### config.mk
export PLATFORM = sky130hd
export DESIGN_NAME = cdb_arbiter
export DESIGN_NICKNAME = d
export VERILOG_FILES = /design/src/rtl/cdb_arbiter.sv
export SDC_FILE = /design/constraint.sdc
export NUM_CORES = 1
export LEC_CHECK = 0
export ABC_CLOCK_PERIOD_IN_PS = 15070
export BUFFER_PORTS_ARGS = -buffer_cell sky130_fd_sc_hd__clkbuf_2
export CORE_AREA = 5 5 299 301
export CTS_CLUSTER_SIZE = 40
export DETAILED_ROUTE_END_ITERATION = 8
export DIE_AREA = 0 0 304 306
export MAX_ROUTING_LAYER = met4
export SLEW_MARGIN = 20
export SYNTH_ARGS = -nofsm -noshare
export SYNTH_HDL_FRONTEND = slang
export SYNTH_SLANG_ARGS = --single-unit
### constraint.sdc
create_clock -name clk -period 15.07 [get_ports clk]
set_input_delay 4.521 -clock clk [delete_from_list [all_inputs] [get_ports clk]]
set_output_delay 4.521 -clock clk [all_outputs]
set_load 0.005 [all_outputs]
### src/rtl/cdb_arbiter.sv
// CDB arbiter: fixed-priority selection of up to NUM_CDB broadcasters among NUM_REQ EUs,
// with saturating starvation counters that promote long-stalled units. Optional CDB_ARB_STATS_EN adds per-EU stall counters.
module cdb_arbiter #(
  parameter int NUM_REQ      = 4,
  parameter int NUM_CDB      = 2,
  parameter int DATA_W       = 128,
  parameter int STARVE_LIMIT = 4,
  localparam int SRC_W       = (NUM_REQ > 1) ? $clog2(NUM_REQ) : 1
) (
  input  logic                       clk,
  input  logic                       rst,
  input  logic                       late_flush,
  input  logic [NUM_REQ-1:0]         req_valid,
  input  logic [NUM_REQ*DATA_W-1:0]  req_data,
  output logic [NUM_REQ-1:0]         req_stall,
  output logic [NUM_CDB-1:0]         cdb_valid,
  output logic [NUM_CDB*DATA_W-1:0]  cdb_data,
  output logic [NUM_CDB*SRC_W-1:0]   cdb_src
`ifdef CDB_ARB_STATS_EN
  ,
  output logic [NUM_REQ*32-1:0]      stat_stall_cnt
`endif
);

  localparam int CNT_W = $clog2(STARVE_LIMIT + 1);
  localparam logic [CNT_W-1:0] LIMIT = CNT_W'(STARVE_LIMIT);

  logic                      arb_en;
  logic [NUM_REQ-1:0]        urgent;
  logic [NUM_REQ-1:0]        grant;
  logic [NUM_CDB-1:0]        cdb_valid_d, cdb_valid_q;
  logic [NUM_CDB*DATA_W-1:0] cdb_data_d, cdb_data_q;
  logic [NUM_CDB*SRC_W-1:0]  cdb_src_d, cdb_src_q;
  logic [CNT_W-1:0]          starve_d [NUM_REQ];
  logic [CNT_W-1:0]          starve_q [NUM_REQ];

  assign arb_en = !rst && !late_flush;

  always_comb begin
    for (int i = 0; i < NUM_REQ; i++) begin
      urgent[i] = req_valid[i] && (starve_q[i] == LIMIT);
    end
  end

  // Two passes (urgent first, then the rest); the n-th winner lands on port n.
  always_comb begin
    int n;
    grant       = '0;
    cdb_valid_d = '0;
    cdb_data_d  = '0;
    cdb_src_d   = '0;
    n           = 0;
    for (int pass = 0; pass < 2; pass++) begin
      for (int i = 0; i < NUM_REQ; i++) begin
        if (arb_en && req_valid[i] && (urgent[i] == (pass == 0)) && (n < NUM_CDB)) begin
          for (int k = 0; k < NUM_CDB; k++) begin
            if (k == n) begin
              cdb_valid_d[k]                  = 1'b1;
              cdb_data_d[k*DATA_W +: DATA_W]  = req_data[i*DATA_W +: DATA_W];
              cdb_src_d[k*SRC_W +: SRC_W]     = SRC_W'(i);
            end
          end
          grant[i] = 1'b1;
          n        = n + 1;
        end
      end
    end
  end

  assign req_stall = req_valid & ~grant;

  always_comb begin
    for (int i = 0; i < NUM_REQ; i++) begin
      if (!arb_en || !req_valid[i] || grant[i]) begin
        starve_d[i] = '0;
      end else if (starve_q[i] == LIMIT) begin
        starve_d[i] = LIMIT;
      end else begin
        starve_d[i] = starve_q[i] + CNT_W'(1);
      end
    end
  end

  always_ff @(posedge clk) begin
    if (rst) begin
      cdb_valid_q <= '0;
      cdb_data_q  <= '0;
      cdb_src_q   <= '0;
      for (int i = 0; i < NUM_REQ; i++) begin
        starve_q[i] <= '0;
      end
    end else begin
      cdb_valid_q <= cdb_valid_d;
      cdb_data_q  <= cdb_data_d;
      cdb_src_q   <= cdb_src_d;
      for (int i = 0; i < NUM_REQ; i++) begin
        starve_q[i] <= starve_d[i];
      end
    end
  end

  assign cdb_valid = cdb_valid_q;
  assign cdb_data  = cdb_data_q;
  assign cdb_src   = cdb_src_q;

`ifdef CDB_ARB_STATS_EN
  // Free-running stall statistics; a flush cycle is not counted and does not clear them.
  logic [31:0] stat_q [NUM_REQ];

  always_ff @(posedge clk) begin
    if (rst) begin
      for (int i = 0; i < NUM_REQ; i++) begin
        stat_q[i] <= '0;
      end
    end else begin
      for (int i = 0; i < NUM_REQ; i++) begin
        if (req_stall[i] && !late_flush) begin
          stat_q[i] <= stat_q[i] + 32'd1;
        end
      end
    end
  end

  always_comb begin
    for (int i = 0; i < NUM_REQ; i++) begin
      stat_stall_cnt[i*32 +: 32] = stat_q[i];
    end
  end
`endif

endmodule

==> flow_summary_export.csv <==
group,metric,value,unit
run_status,status,"finished clean",
global_route,grt_use_total,0.249,
clocking,clk_pin_slew,0.06,ns
yosys,async_flop_share,0,
global_route,antenna_found_initial,18,
clocking,holdBufCountCts,0,
floorplanning,rows,108,
routing,routed_wl,122000,um
routing,drtPass1Iterations,6,
clocking,clock-root-buffer,"clkbuf_16",
pwr,p_leak,13.3,nW
critical_path,max_stage_delay,0.40,ns
cells_and_area,fillCellCount,9204,
pwr,power_density,73.3,mW/mm2
routing,routed_via_density,6.04,
critical_path,startpoint_type,"input pin",
yosys,synthCells,3000,
sta,layout_min_cycle_time,13.58,ns
place,port_buffers,784,
yosys,postSynthAreaPerCell,7.88,um2
floorplanning,die_y,306,um
floorplanning,core-area,0.0863,mm2
sta,slew_violations,0,
clocking,htreeDepth,2,
sta,fmax,0.0736,GHz
clocking,clk_path_buf_depth,3,
hold_path,hp-class,"flip-flop to flip-flop",
sta,tns,0,ns
yosys,synth_cell_types,52,
cells_and_area,fin_nets,4055,
routing,dr_wl_met3,12800,um
routing,dr_total_vias,28500,
place,placedInstanceArea,0.0281,mm2
critical_path,path_cells,"clkbuf_2, or2_2, nor2_4, inv_1, ha_1, xor2_1, ha_2, nand2b_1, nor3_1, mux2i_1, mux2i_2, xnor2_1, ha_1, a211oi_1, o21ai_0, and2_1, ha_1, nand2b_1, a21oi_1, nor2_1, and2_1, clkbuf_2",
sta,final-hold-violation-count,0,
global_route,grt_overflow,0,
critical_path,crit-reg2reg-launch,"starve_q[0][0]",
critical_path,critPathKind,"input pin to output pin",
run,drv_cap,0,
critical_path,ff2ff_setup_slack,8.20,ns
clocking,postCtsSetupBuffers,0,
global_route,grt_max_degree,143,
clocking,clk_latency,0.58,ns
routing,wl_met2,54900,um
pwr,ir_worst_vdd,0.0000707,V
clocking,cts_tree,"done",
clocking,cts_sinks,274,
yosys,synth-edff-count,0,
critical_path,path_max_fanout,8,
floorplanning,die-area,0.0930,mm2
sta,clock_skew,0.0201,ns
yosys,ys_seq_elements,274,
cells_and_area,multi_input_area,0.0167,mm2
sta,fin_crit_sh,0.901,
critical_path,ff2ff_path_depth,23,
hold_path,holdPathEnd,"starve_q[0][0]",
yosys,seq_area_frac_synth,0.232,
cells_and_area,drive_gt1_frac,0.283,
cells_and_area,most-common-layout-cells,"784 x clkbuf_2, 392 x nor2_1, 274 x dfxtp_1, 256 x a22o_1, 254 x nand2_1",
critical_path,cp-end-kind,"output pin",
routing,wl_per_cell,25.8,um
critical_path,r2r-end,"cdb_data[185]",
cells_and_area,regArea,0.00549,mm2
global_route,grt_pass1_vias,26700,
hold_path,worstHoldStart,"starve_q[0][0]",
yosys,synth_warnings,0,
hold_path,whs_path_depth,1,
cells_and_area,postLayoutCoreUtil,0.341,
critical_path,cp.arrival,9.06,ns
sta,holdWs,0.443,ns
routing,drtAntennaViolNets,0,
critical_path,crit_required,10.55,ns
floorplanning,initial_core_util,0.274,
routing,drtIter0Drc,3160,
place,dp_hpwl,77200,um
yosys,netlist_area,0.0236,mm2
floorplanning,io_pins,785,
yosys,ys.flop_type,"dfxtp_1",
cells_and_area,final_area,0.0295,mm2
routing,wl_met1,48400,um
critical_path,slowest_stage,"ha_1",
yosys,syn-num-nets,3540,
floorplanning,die_w,304,um
sta,rsz0062_at_grt,"no",
routing,highest_layer,"met4",
sta,setup_viol,0,
cells_and_area,syn_to_final_growth,24.6,%
place,globalplace.congestion,0.925,
critical_path,cp_common_cell,"ha_1",
sta,tightestPinTransition,1.06,ns
sta,relSlewSlack,0.295,
pwr,total_power,2.16,mW
cells_and_area,final_common_cell,"clkbuf_2",
clocking,numCtsBuffers,40,
clocking,cts_resized,0,
global_route,grt_first_pass_wirelength,180000,um
routing,drc,0,
## how the worst max path moves through the flow
stage,startpoint,endpoint,slack [ns],depth (start not counted)
final,rst,req_stall[3],1.49,22
after global routing,req_valid[0],req_stall[3],1.21,22
after CTS,rst,req_stall[3],1.52,22
after detailed placement,rst,req_stall[3],1.52,22
after global placement,rst,req_stall[3],1.55,22
after floorplan,late_flush,req_stall[3],1.68,22
## per-layer routing
metal / vias to the layer above / global-route usage
li1: 12600 / -
met1: 13500 / 0.320
met2: 2046 / 0.387
met3: 341 / 0.0511
met4: 0 / 0.0985
met5: - / -
## critical path, delay by kind of cell
family | cells | cell delay (ns)
AOI/OAI and AO/OA | 3 | 0.56
buffers and inverters | 3 | 0.34
muxes | 2 | 0.51
and+or+nand+nor | 8 | 1.25
adders and majority gates | 4 | 1.35
xor gates and xnor gates | 2 | 0.53
## sequential cells by signal (all words and copies together) (netlist names)
| name | cells |
|---|---|
| cdb_data | 256 |
| starve_q | 12 |
| cdb_src | 4 |
| cdb_valid | 2 |
## kinds of logic after synthesis
group	after synthesis	synth area share
AND/OR/NAND/NOR	979	0.176
AO/OA/AOI/OAI	943	0.331
buffers and inverters	389	0.0687
multiplexers	388	0.179
flip-flops	274	0.232
adder cells (fa/ha/maj)	21	0.0111
XOR/XNOR	6	0.00286
## Yosys cell counts (20+ instances only)
master | n | share of area
a211oi_1 | 144 | 0.046
a221oi_1 | 114 | 0.042
a22o_1 | 256 | 0.095
and2_1 | 20 | 0.0053
buf_1 | 25 | 0.0040
buf_6 | 20 | 0.0095
clkbuf_1 | 299 | 0.047
dfxtp_1 | 274 | 0.23
ha_1 | 21 | 0.011
inv_1 | 34 | 0.0054
mux2_1 | 174 | 0.083
mux2_2 | 82 | 0.039
mux2i_1 | 129 | 0.055
nand2_1 | 256 | 0.041
nand3_1 | 141 | 0.030
nor2_1 | 394 | 0.063
nor3_1 | 134 | 0.028
o211ai_1 | 131 | 0.042
o311a_1 | 114 | 0.048
o31ai_1 | 128 | 0.041
## report_power, final
group          switching [mW]  total, mW  internal [mW]  leakage (nW)
Sequential             0.0220      0.799          0.777          2.25
Combinational           0.227      0.402          0.176          10.4
Clock                   0.404      0.960          0.555         0.638
Total                   0.653       2.16           1.51          13.3
## per-stage QoR
| step | std cells | worst slack (ns) |
|---|---|---|
| 6_report | 4719 | 1.49 |
| 5_1_grt | 4716 | 1.21 |
| 4_1_cts | 4698 | 1.52 |
| 3_5_place_dp | 4628 | 1.52 |
| 3_3_place_gp | 4628 | 1.55 |
| 2_1_floorplan | 3000 | 1.68 |
## final cells by class
type | count | share of cell area
antenna | 21 | 0.00178
clock buffer | 58 | 0.0411
clock inverter | 12 | 0.00259
inverter | 34 | 0.00433
multi-input combinational | 2337 | 0.566
sequential | 274 | 0.186
tap | 1155 | 0.0490
timing repair buffer | 828 | 0.149
Power figures use the tool's default switching activity.
